### config.mk
export PLATFORM = sky130hd
export DESIGN_NAME = syscall_ctrl
export DESIGN_NICKNAME = d
export VERILOG_FILES = /design/src/rtl/cpu_pkg.sv /design/src/rtl/sync_fifo.sv /design/src/rtl/syscall_ctrl.sv
export SDC_FILE = /design/constraint.sdc
export NUM_CORES = 1
export LEC_CHECK = 0
export CORE_MARGIN = 5
export CORE_UTILIZATION = 52
export DETAILED_ROUTE_END_ITERATION = 8
export PLACE_DENSITY = 0.88
export RECOVER_POWER = 25
export SLEW_MARGIN = 40
export SYNTH_ARGS = -nofsm -noshare
export SYNTH_HDL_FRONTEND = slang
export SYNTH_HIERARCHICAL = 1
export SYNTH_SLANG_ARGS = --single-unit
### constraint.sdc
create_clock -name clock -period 3.4 [get_ports clock]
set_clock_uncertainty 0.1 [all_clocks]
set_input_delay 0.34 -clock clock [delete_from_list [all_inputs] [get_ports clock]]
set_output_delay 0.34 -clock clock [all_outputs]
set_load 0.01 [all_outputs]
### src/rtl/cpu_pkg.sv
// -----------------------------------------------------------------------------
// cpu_pkg
// Shared types and constants for the CPU control blocks.
//   state_e      : syscall controller FSM states
//   stop_kind_e  : what a pending stop turns into once the delay expires
//   svc_kind_e   : decoded class of a syscall service code
//   SVC_*_DEFAULT: default service codes (v0 values) recognised by syscall_ctrl
// -----------------------------------------------------------------------------
package cpu_pkg;

  typedef enum logic [1:0] {
    ST_RUN    = 2'd0,
    ST_DELAY  = 2'd1,
    ST_PAUSED = 2'd2,
    ST_HALTED = 2'd3
  } state_e;

  typedef enum logic {
    STOP_PAUSE = 1'b0,
    STOP_HALT  = 1'b1
  } stop_kind_e;

  typedef enum logic [1:0] {
    SVC_K_PRINT = 2'd0,
    SVC_K_PAUSE = 2'd1,
    SVC_K_HALT  = 2'd2,
    SVC_K_OTHER = 2'd3
  } svc_kind_e;

  localparam logic [31:0] SVC_PRINT_DEFAULT = 32'h0000_0001;
  localparam logic [31:0] SVC_PAUSE_DEFAULT = 32'h0000_0032;
  localparam logic [31:0] SVC_HALT_DEFAULT  = 32'h0000_000a;

endpackage

### src/rtl/sync_fifo.sv
// -----------------------------------------------------------------------------
// sync_fifo
// Single-clock FIFO with first-word-fall-through read port.
//   clock, reset : clock and synchronous active-high reset
//   push_i       : write wdata_i (honoured when not full, or when full and an
//                  effective pop happens in the same cycle)
//   pop_i        : drop the head entry (ignored when empty)
//   wdata_i      : write data
//   rdata_o      : head entry, 0 when empty
//   full_o       : count_o == DEPTH
//   empty_o      : count_o == 0
//   count_o      : occupancy, 0..DEPTH
// DEPTH must be a power of two (pointers wrap by natural overflow), >= 2.
// -----------------------------------------------------------------------------
module sync_fifo #(
  parameter int unsigned WIDTH = 32,
  parameter int unsigned DEPTH = 4
) (
  input  logic                     clock,
  input  logic                     reset,
  input  logic                     push_i,
  input  logic                     pop_i,
  input  logic [WIDTH-1:0]         wdata_i,
  output logic [WIDTH-1:0]         rdata_o,
  output logic                     full_o,
  output logic                     empty_o,
  output logic [$clog2(DEPTH):0]   count_o
);

  localparam int unsigned ADDR_W = $clog2(DEPTH);
  localparam logic [ADDR_W:0] DEPTH_C = (ADDR_W + 1)'(DEPTH);

  logic [WIDTH-1:0]  mem_q [DEPTH];
  logic [ADDR_W-1:0] wr_ptr_q, wr_ptr_d;
  logic [ADDR_W-1:0] rd_ptr_q, rd_ptr_d;
  logic [ADDR_W:0]   count_q,  count_d;
  logic              do_push, do_pop;

  assign empty_o = (count_q == '0);
  assign full_o  = (count_q == DEPTH_C);
  assign count_o = count_q;
  assign rdata_o = empty_o ? '0 : mem_q[rd_ptr_q];

  // A pop frees the head slot in the same cycle, so a full FIFO may accept a
  // push when it is also being popped.
  assign do_pop  = pop_i && !empty_o;
  assign do_push = push_i && (!full_o || do_pop);

  // NOTE: every signal assigned in always_comb gets a default first, so no
  // path leaves it unassigned and no latch is inferred.
  always_comb begin
    wr_ptr_d = wr_ptr_q;
    rd_ptr_d = rd_ptr_q;
    count_d  = count_q;
    if (do_push) wr_ptr_d = wr_ptr_q + ADDR_W'(1);
    if (do_pop)  rd_ptr_d = rd_ptr_q + ADDR_W'(1);
    case ({do_push, do_pop})
      2'b10:   count_d = count_q + (ADDR_W + 1)'(1);
      2'b01:   count_d = count_q - (ADDR_W + 1)'(1);
      default: count_d = count_q;
    endcase
  end

  // NOTE: sequential state uses non-blocking assignments so every register
  // samples the pre-edge values, independent of statement order.
  always_ff @(posedge clock) begin
    if (reset) begin
      wr_ptr_q <= '0;
      rd_ptr_q <= '0;
      count_q  <= '0;
    end else begin
      wr_ptr_q <= wr_ptr_d;
      rd_ptr_q <= rd_ptr_d;
      count_q  <= count_d;
    end
  end

  // NOTE: storage is deliberately not reset; rdata_o is masked to 0 while
  // empty, so stale contents are never visible and the array maps to plain RAM.
  always_ff @(posedge clock) begin
    if (do_push) mem_q[wr_ptr_q] <= wdata_i;
  end

endmodule

### src/rtl/syscall_ctrl.sv
// -----------------------------------------------------------------------------
// syscall_ctrl
// Services CPU syscall instructions: print (queue reg_t for a display),
// pause (stop until resume) and halt (stop until reset).
//   clock, reset : clock and synchronous active-high reset
//   syscall      : syscall in decode/execute this cycle
//   reg_s        : service code (v0)
//   reg_t        : argument (a0)
//   resume       : one-cycle pulse releasing a pause
//   out_pop      : display consumer pops the print FIFO head
//   enable       : CPU clock enable (low stalls the pipeline)
//   out_data     : print FIFO head, 0 when empty
//   out_valid    : print FIFO not empty
//   out_count    : print FIFO occupancy
//   paused       : controller is in PAUSED
//   halted       : controller is in HALTED
//   bad_svc      : sticky flag, an unknown service code was seen
// A pause/halt stops the CPU HALT_DELAY cycles after the syscall edge so
// in-flight instructions can drain. A print to a full FIFO stalls the CPU
// combinationally; the held syscall retries until a slot frees up.
// -----------------------------------------------------------------------------
module syscall_ctrl
  import cpu_pkg::*;
#(
  parameter int unsigned       DATA_W     = 32,
  parameter int unsigned       FIFO_DEPTH = 4,
  parameter int unsigned       HALT_DELAY = 2,
  parameter logic [DATA_W-1:0] SVC_PRINT  = DATA_W'(SVC_PRINT_DEFAULT),
  parameter logic [DATA_W-1:0] SVC_PAUSE  = DATA_W'(SVC_PAUSE_DEFAULT),
  parameter logic [DATA_W-1:0] SVC_HALT   = DATA_W'(SVC_HALT_DEFAULT)
) (
  input  logic                        clock,
  input  logic                        reset,
  input  logic                        syscall,
  input  logic [DATA_W-1:0]           reg_s,
  input  logic [DATA_W-1:0]           reg_t,
  input  logic                        resume,
  input  logic                        out_pop,
  output logic                        enable,
  output logic [DATA_W-1:0]           out_data,
  output logic                        out_valid,
  output logic [$clog2(FIFO_DEPTH):0] out_count,
  output logic                        paused,
  output logic                        halted,
  output logic                        bad_svc
);

  localparam int unsigned CNT_W = $clog2(HALT_DELAY + 1);

  state_e             state_q, state_d;
  logic [CNT_W-1:0]   cnt_q,   cnt_d;
  stop_kind_e         kind_q,  kind_d;
  logic               bad_q,   bad_d;

  svc_kind_e          svc;
  logic               print_req;
  logic               stall;
  logic               fifo_push;
  logic               fifo_full;
  logic               fifo_empty;

  // ---------------------------------------------------------------------------
  // Service-code decode
  // ---------------------------------------------------------------------------
  always_comb begin
    if (reg_s == SVC_PRINT)      svc = SVC_K_PRINT;
    else if (reg_s == SVC_PAUSE) svc = SVC_K_PAUSE;
    else if (reg_s == SVC_HALT)  svc = SVC_K_HALT;
    else                         svc = SVC_K_OTHER;
  end

  // Prints are only serviced while running. A full FIFO accepts the push only
  // when the consumer pops in the same cycle; otherwise the CPU is held so the
  // same syscall is presented again next cycle and nothing is lost.
  assign print_req = syscall && (state_q == ST_RUN) && (svc == SVC_K_PRINT);
  assign stall     = print_req && fifo_full && !out_pop;
  assign fifo_push = print_req && !stall;

  // ---------------------------------------------------------------------------
  // Print FIFO (poppable in every state)
  // ---------------------------------------------------------------------------
  sync_fifo #(
    .WIDTH (DATA_W),
    .DEPTH (FIFO_DEPTH)
  ) u_print_fifo (
    .clock   (clock),
    .reset   (reset),
    .push_i  (fifo_push),
    .pop_i   (out_pop),
    .wdata_i (reg_t),
    .rdata_o (out_data),
    .full_o  (fifo_full),
    .empty_o (fifo_empty),
    .count_o (out_count)
  );

  assign out_valid = !fifo_empty;

  // ---------------------------------------------------------------------------
  // Control FSM: next state and enable
  // ---------------------------------------------------------------------------
  always_comb begin
    state_d = state_q;
    cnt_d   = cnt_q;
    kind_d  = kind_q;
    bad_d   = bad_q;
    enable  = 1'b0;

    case (state_q)
      ST_RUN: begin
        enable = !stall;
        if (syscall) begin
          case (svc)
            SVC_K_PAUSE: begin
              state_d = ST_DELAY;
              cnt_d   = CNT_W'(HALT_DELAY);
              kind_d  = STOP_PAUSE;
            end
            SVC_K_HALT: begin
              state_d = ST_DELAY;
              cnt_d   = CNT_W'(HALT_DELAY);
              kind_d  = STOP_HALT;
            end
            SVC_K_OTHER: bad_d = 1'b1;
            default: ;  // print handled by the FIFO path
          endcase
        end
      end

      ST_DELAY: begin
        // Counter reaches 0 on the exit edge, leaving it idle while stopped.
        enable = 1'b1;
        cnt_d  = cnt_q - CNT_W'(1);
        if (cnt_q == CNT_W'(1)) begin
          state_d = (kind_q == STOP_HALT) ? ST_HALTED : ST_PAUSED;
        end
      end

      ST_PAUSED: begin
        if (resume) state_d = ST_RUN;
      end

      ST_HALTED: ;  // only reset leaves HALTED

      default: state_d = ST_RUN;
    endcase
  end

  // ---------------------------------------------------------------------------
  // State registers
  // ---------------------------------------------------------------------------
  always_ff @(posedge clock) begin
    if (reset) begin
      state_q <= ST_RUN;
      cnt_q   <= '0;
      kind_q  <= STOP_PAUSE;
      bad_q   <= 1'b0;
    end else begin
      state_q <= state_d;
      cnt_q   <= cnt_d;
      kind_q  <= kind_d;
      bad_q   <= bad_d;
    end
  end

  assign paused  = (state_q == ST_PAUSED);
  assign halted  = (state_q == ST_HALTED);
  assign bad_svc = bad_q;

endmodule

* Word-level counts from Yosys, hierarchy flattened
Memories as Yosys holds them, arrays and structs flattened. A register that Yosys moved wholly into a read port is not among the register bits.
Cells that the tools add are included.
** Storage, ports and cells
- Register bits :: 13
- RAM bits :: 128
- Bits of input ports :: 69
- Output and inout bits :: 40
- Logic and storage cells :: 74
- Memories :: 1
** Cells by class
- $add $sub $neg :: 5
- Equal/unequal tests :: 17
- Multiplexer cells :: 20
- Reduce and logical (&&, ||, !) cells :: 24
** Memory list
- u_print_fifo.mem_q :: words 4, width 32, rd ports 1, clocked after memory_dff 1, wr ports 1, RTL line sync_fifo.sv:33 : logic [WIDTH-1:0] mem_q [DEPTH];
** Operators by type and width (number)
- $eq A32 B1 Y1 const B :: 1
- $eq A32 B4 Y1 const B :: 1
- $eq A32 B6 Y1 const B :: 1
- $mux W32 :: 1
- $mux W2 :: 10
- $eq A2 B2 Y1 const B :: 5
- $reduce_and A3 Y1 :: 3
- $eq A2 B1 Y1 const B :: 4
- $ne A2 B2 Y1 const B :: 4
- $logic_and A1 B1 Y1 :: 7
- $pmux W2 S3 :: 1
- $pmux W3 S2 :: 1
- $reduce_bool A2 Y1 :: 3
- $reduce_and A5 Y1 :: 1
- $add A2 B1 Y2 const B :: 2
- $logic_not A1 Y1 :: 4
- $logic_not A2 Y1 :: 2
- $mux W1 :: 4
- $pmux W1 S2 :: 2
- $pmux W2 S2 :: 1
- $add A3 B1 Y3 const B :: 1
- $eq A3 B3 Y1 const B :: 1
- $logic_not A3 Y1 :: 1
- $reduce_bool A3 Y1 :: 1
- other kinds (4) :: 4

* Logic depth before layout (Yosys ltp)
- Word-level depth :: 13
- Gate-level depth with buffers :: 14
- Gate-level depth less buffers :: 14

* Cells and area by module
Netlist, hierarchy kept.
** Modules (own cells, without submodules)
- sync_fifo :: instances 1, cells each 257, area an instance 5449.0 um^2
- syscall_ctrl :: instances 1, cells each 61, area an instance 470.5 um^2

* Worst setup path before layout
OpenSTA, ideal clock, no wires.
- Path type :: input-to-reg
- Start :: input port reg_s[1]
- End :: memory u_print_fifo.mem_q[0][0], enable pin
- Setup time :: 0.392 ns
- Arrival time :: 2.558 ns
- Data required time :: 2.908 ns
- Path slack :: 0.350 ns
- Stages :: 8
- Path buffers :: 0
- Cells stage by stage :: or4b_1 > a21oi_2 > and3_1 > ha_1 > nand2_1 > nor2_1 > a21boi_2 > and2_1
** On the way
- Cells in the longest elaborated chain, start to end :: 13
** Ends and longest elaborated chain
- start, declared :: RTL line syscall_ctrl.sv:35 : input logic [DATA_W-1:0] reg_s,
- $eq A32 B4 Y1 :: RTL line syscall_ctrl.sv:68 : else if (reg_s == SVC_HALT) svc = SVC_K_HALT;
- $mux W1 :: RTL line syscall_ctrl.sv:68
- $mux W2 :: RTL line syscall_ctrl.sv:67 : else if (reg_s == SVC_PAUSE) svc = SVC_K_PAUSE;
- $mux W2 * :: RTL line syscall_ctrl.sv:66 : if (reg_s == SVC_PRINT) svc = SVC_K_PRINT;
- $logic_not A2 Y1 * :: RTL line syscall_ctrl.sv:75 : assign print_req = syscall && (state_q == ST_RUN) && (svc == SVC_K_PRINT);
- $logic_and A1 B1 Y1 * :: RTL line syscall_ctrl.sv:75
- $logic_and A1 B1 Y1 (2 in series) :: RTL line syscall_ctrl.sv:76 : assign stall = print_req && fifo_full && !out_pop;
- $logic_not A1 Y1 :: RTL line syscall_ctrl.sv:77 : assign fifo_push = print_req && !stall;
- $logic_and A1 B1 Y1 * :: RTL line syscall_ctrl.sv:77
- via fifo_push :: RTL line syscall_ctrl.sv:58 : logic fifo_push;
- $logic_and A1 B1 Y1 * :: RTL line sync_fifo.sv:47 : assign do_push = push_i && (!full_o || do_pop);
- $mux W1 * :: RTL line sync_fifo.sv:81 : if (do_push) mem_q[wr_ptr_q] <= wdata_i;
- $mux W1 (implied by the code) * :: RTL line sync_fifo.sv:81
- end, declared :: RTL line sync_fifo.sv:33
Mark *: on every way through the listed nets, which the timed path passes. The rest lies on a longest branch.

* Worst setup path in the final report
- Start :: input port reg_s[1]
- End :: register u_print_fifo.count_q[2], in the netlist u_print_fifo/count_o[2]
** On the way
- Cells in the longest elaborated chain, start to end :: 13
** Ends and longest elaborated chain
- $eq A32 B4 Y1 :: RTL line syscall_ctrl.sv:68
- $mux W1 :: RTL line syscall_ctrl.sv:68
- $mux W2 :: RTL line syscall_ctrl.sv:67
- $mux W2 * :: RTL line syscall_ctrl.sv:66
- $logic_not A2 Y1 * :: RTL line syscall_ctrl.sv:75
- $logic_and A1 B1 Y1 * :: RTL line syscall_ctrl.sv:75
- $logic_and A1 B1 Y1 (2 in series) :: RTL line syscall_ctrl.sv:76
- $logic_not A1 Y1 :: RTL line syscall_ctrl.sv:77
- $logic_and A1 B1 Y1 * :: RTL line syscall_ctrl.sv:77
- via fifo_push :: RTL line syscall_ctrl.sv:58
- $logic_and A1 B1 Y1 * :: RTL line sync_fifo.sv:47
- $eq A2 B1 Y1 or $eq A2 B2 Y1 (tied branches) :: RTL line sync_fifo.sv:57 : case ({do_push, do_pop})
- $pmux W3 S2 or $reduce_bool A2 Y1 (tied branches)
- end signal, assigned :: RTL line sync_fifo.sv:74 : count_q <= count_d;
- end, declared :: RTL line sync_fifo.sv:36 : logic [ADDR_W:0] count_q, count_d;
Marks and branches as above.
A chain may end at the register's enable or synchronous reset.

==> run summary <==
Clock tree from TritonCTS: built
Crit path max fanout: 4
Kind of end point of the critical path: flop
Leading register cell type out of synthesis: sky130_fd_sc_hd__edfxtp_1
Period minus WS final: 2980 ps
Clock root cell: sky130_fd_sc_hd__clkbuf_16
Max Buffers Root-to-Sink: 2
# DRC: 0
CTS sink cnt: 143
Hold-critical path depth: 2
Final HPWL from detailed placement: 7.29 mm
Total net switching power: 0.692 mW
Hold-fix buffers, CTS: 0
CP Cell Sequence: clkdlybuf4s50_1, or4b_1, a21oi_2, and3_1, ha_1, nand2_1, nor2_1, a21boi_2, inv_1, ha_1, inv_1, fa_1, xor2_1, or3_1, a21oi_1
Cell Count, Final, Fillers Out: 599
Share of cells above drive strength 1: 20.4%
Post-synthesis cell count: 318
Dominant cells by area after synthesis: sky130_fd_sc_hd__edfxtp_1 (65%), sky130_fd_sc_hd__mux4_2 (12%), sky130_fd_sc_hd__dfxtp_1 (5.1%), sky130_fd_sc_hd__nor2b_4 (2.8%), sky130_fd_sc_hd__nor2b_1 (2.3%)
Filler Cells Inserted: 739
Sequential share of power: 51.1%
Register area share after synthesis: 70.0%
Endpoint of the worst hold path: bad_svc$_SDFFE_PP0P_
Fraction of the cycle the final worst path needs: 87.5%
DIE AREA: 13,600 µm²
Count of port buffers added during placement: 108
Clk Latency, worst-skew pair: 400 ps
Area of the multi-input gates: 1620 µm²
Cell class contributing the biggest share of worst-path delay: simple AND/OR/NAND/NOR gates
Maximum VDD drop: 0.000313 V
Startpoint kind of the worst setup timing path: input port
Share of flip-flops with an asynchronous set or reset: 0%
Wirelength, routed: 11.4 mm
DRT Pass-1 Iters: 4
Syn-to-layout area delta: 31.4%
Top cell type by total area after synthesis: sky130_fd_sc_hd__edfxtp_1
Cell row count: 39
H-tree depth: 4
Unique cell type count in the Yosys netlist: 41
Fraction of synthesized cell area taken by the top area cell type: 64.9%
Proportion of power drawn by combinational gates: 2.8%
Sequential cell area: 4150 µm²
Number of synthesized flops with an enable pin: 128
Number of maximum-capacitance violations: 0
Final Max Tran Viols: 0
Antenna violations before repair: 0
Slowest CP cell: sky130_fd_sc_hd__or4b_1
GRT Overall Usage: 18.1%
Cell depth of the worst flop-to-flop path: 11
Post-layout total power: 3.74 mW
Number of buffer and inverter instances along the worst setup path: 3
Warning count from the yosys run: 6
Final RePlAce weighted congestion: 0.748
Fraction of power spent switching nets: 18.5%
Die X: 117 µm
Delay contributed by the slowest stage of the critical path: 550 ps
Antenna cells: 0
Effective utilization at floorplan: 52.5%
Largest net degree at the start of global routing: 33
Pint: 3.05 mW
Number of clock buffers inserted by TritonCTS: 17
Via count normalized by instance count: 5.46
Endpoints failing hold: 0
Overall die height: 117 µm
Path category of the worst min-delay check: reg2reg
Clock transition at the register clock pins on the worst setup and hold paths after CTS: 60 ps
Post-synthesis average cell area: 18.6 µm²
Number of buffers inserted to repair setup after CTS: 0
Worst Min Path Start: bad_svc$_SDFFE_PP0P_
Startpoint of the lowest-slack register-to-register path: u_print_fifo/count_o[2]$_SDFFE_PP0P_
Data required time at the worst endpoint: 3620 ps
Register bit total from synthesis: 143
Wirelength per Cell: 19.0 µm
Utilization of the core after routing: 69.0%
Initial drt markers: 155
Crit Path Category: in2reg
Number of cells upsized or downsized after cts: 0
Area of the mapped netlist: 5920 µm²
Total leakage power: 2.52 nW
Placeable Area: 11,300 µm²
Worst max-slew margin expressed relative to the limit: 60.1%
Least-Margin Pin Slew: 597 ps
# nets final: 522
Count of pins on the block boundary: 109
Outcome: completed
Portion of total power attributed to the clock network: 46.1%
Power per cell area: 481 nW/µm²
Via count: 3,268
Highest attainable clock frequency: 336 MHz
Minimum setup slack among reg-to-reg paths: 860 ps
Arrival time reported for the critical path endpoint: 3200 ps
Remaining number of nets flagged by the antenna check after routing: 0
Global-route wire length before repair: 18.1 mm
Nets in the synthesized netlist: 397
Unrepaired setup endpoints after global routing: no
Worst r2r dst: u_print_fifo/count_o[2]$_SDFFE_PP0P_
Total setup violations reported at the end of the flow: 0
Total gr overflow: 0
Vias in the first global route: 3,501
Sum of negative setup slack: 0 ps
Instance count after placement with tap cells included: 567
power by group through the flow:
stage,clock network [mW],logic (mW),registers [mW]
finish,1.72,0.106,1.91
global route,1.85,0.113,1.91
CTS,1.76,0.111,1.91
detailed placement,0,0.110,1.95
global placement,0,0.106,1.95
floorplan,0,0.00852,1.95
state kept, by name (all words and copies together) (netlist names), named ones only:
| name | count |
|---|---|
| kind_q | 1 |
| u_print_fifo/count_o | 3 |
| u_print_fifo/mem_q | 128 |
| cnt_q | 2 |
| u_print_fifo/wr_ptr_q | 2 |
| bad_svc | 1 |
| u_print_fifo/rd_ptr_q | 2 |
| state_q | 2 |
worst max path at each step:
stage | cells after the start | slack, ps | startpoint | endpoint
after global routing | 15 | 210 | reg_s[1] | u_print_fifo/count_o[2]$_SDFFE_PP0P_
after floorplan | 8 | 350 | reg_s[1] | u_print_fifo/mem_q[0][0]$_DFFE_PP_
after global placement | 15 | 110 | reg_s[1] | u_print_fifo/count_o[2]$_SDFFE_PP0P_
after detailed placement | 15 | 20 | reg_s[1] | u_print_fifo/count_o[2]$_SDFFE_PP0P_
after CTS | 15 | 450 | reg_s[1] | u_print_fifo/count_o[2]$_SDFFE_PP0P_
final | 15 | 420 | reg_s[1] | u_print_fifo/count_o[2]$_SDFFE_PP0P_
placed cells by master, fill, tap and decap left out, types with 10 or more instances in the layout:
cell,synthesis,final
sky130_fd_sc_hd__clkdlybuf4s50_1,0,88
sky130_fd_sc_hd__nor2_1,11,11
sky130_fd_sc_hd__dfxtp_1,15,13
sky130_fd_sc_hd__nor2b_1,22,22
sky130_fd_sc_hd__dlygate4sd3_1,0,20
sky130_fd_sc_hd__a21oi_1,10,10
sky130_fd_sc_hd__inv_1,12,12
sky130_fd_sc_hd__mux4_2,32,32
sky130_fd_sc_hd__edfxtp_1,128,128
sky130_fd_sc_hd__nor2b_4,12,12
sky130_fd_sc_hd__clkbuf_16,0,17
synthesized netlist by cell type (5+ instances only):
| master | count |
|---|---|
| sky130_fd_sc_hd__buf_2 | 5 |
| sky130_fd_sc_hd__mux4_2 | 32 |
| sky130_fd_sc_hd__ha_1 | 9 |
| sky130_fd_sc_hd__a21oi_1 | 10 |
| sky130_fd_sc_hd__and2_1 | 5 |
| sky130_fd_sc_hd__o21ai_0 | 5 |
| sky130_fd_sc_hd__nor2b_4 | 12 |
| sky130_fd_sc_hd__inv_1 | 12 |
| sky130_fd_sc_hd__dfxtp_1 | 15 |
| sky130_fd_sc_hd__nor4_1 | 6 |
| sky130_fd_sc_hd__nor2b_1 | 22 |
| sky130_fd_sc_hd__nor2_1 | 11 |
| sky130_fd_sc_hd__edfxtp_1 | 128 |
through the flow:
step,instance area [µm²],hold slack (ps),worst slack [ps]
final,7780,385,424
after CTS,7780,385,447
after detailed placement,7220,367,15.8
after global routing,7780,405,213
after global placement,7220,366,112
after floorplan,5920,309,350
area by class of cell:
cell class                      count  share of cell area, %
Clock buffer                       20                   5.61
Inverter                           12                  0.579
Clock inverter                     12                   1.53
Multi-Input combinational cell    149                   20.8
Timing Repair Buffer              120                   15.9
Tap cell                          143                   2.30
Sequential cell                   143                   53.3
layer usage:
| metal | wire, µm | global-route usage [%] | part of all wire (%) |
|---|---|---|---|
| met5 | 0 | 0 | 0 |
| met4 | 124 | 5.66 | 1.1 |
| met3 | 803 | 5.85 | 7.1 |
| met2 | 6070 | 33.0 | 53 |
| met1 | 4360 | 20.2 | 38 |
worst register-to-register path, delay by kind of cell (launching register included):
kind / cells / cell delay, ps
XOR/XNOR: 1 / 150
buffers and inverters: 2 / 120
flip-flops: 1 / 400
AND/OR/NAND/NOR: 4 / 840
AO/OA/AOI/OAI: 2 / 310
adder cells (fa/ha/maj): 2 / 540
kinds of logic (layout without fill, tap and decap cells):
kind of cell	after synthesis	count (layout)	synth area share (%)
compound gates	21	21	2.07
mux	35	35	12.7
fa+ha+maj	10	10	2.24
xor+xnor	2	2	0.296
flops	143	143	70.0
buf+inv	26	164	2.83
simple gates	81	81	9.85
No activity file was read; power rests on OpenSTA's default activity.
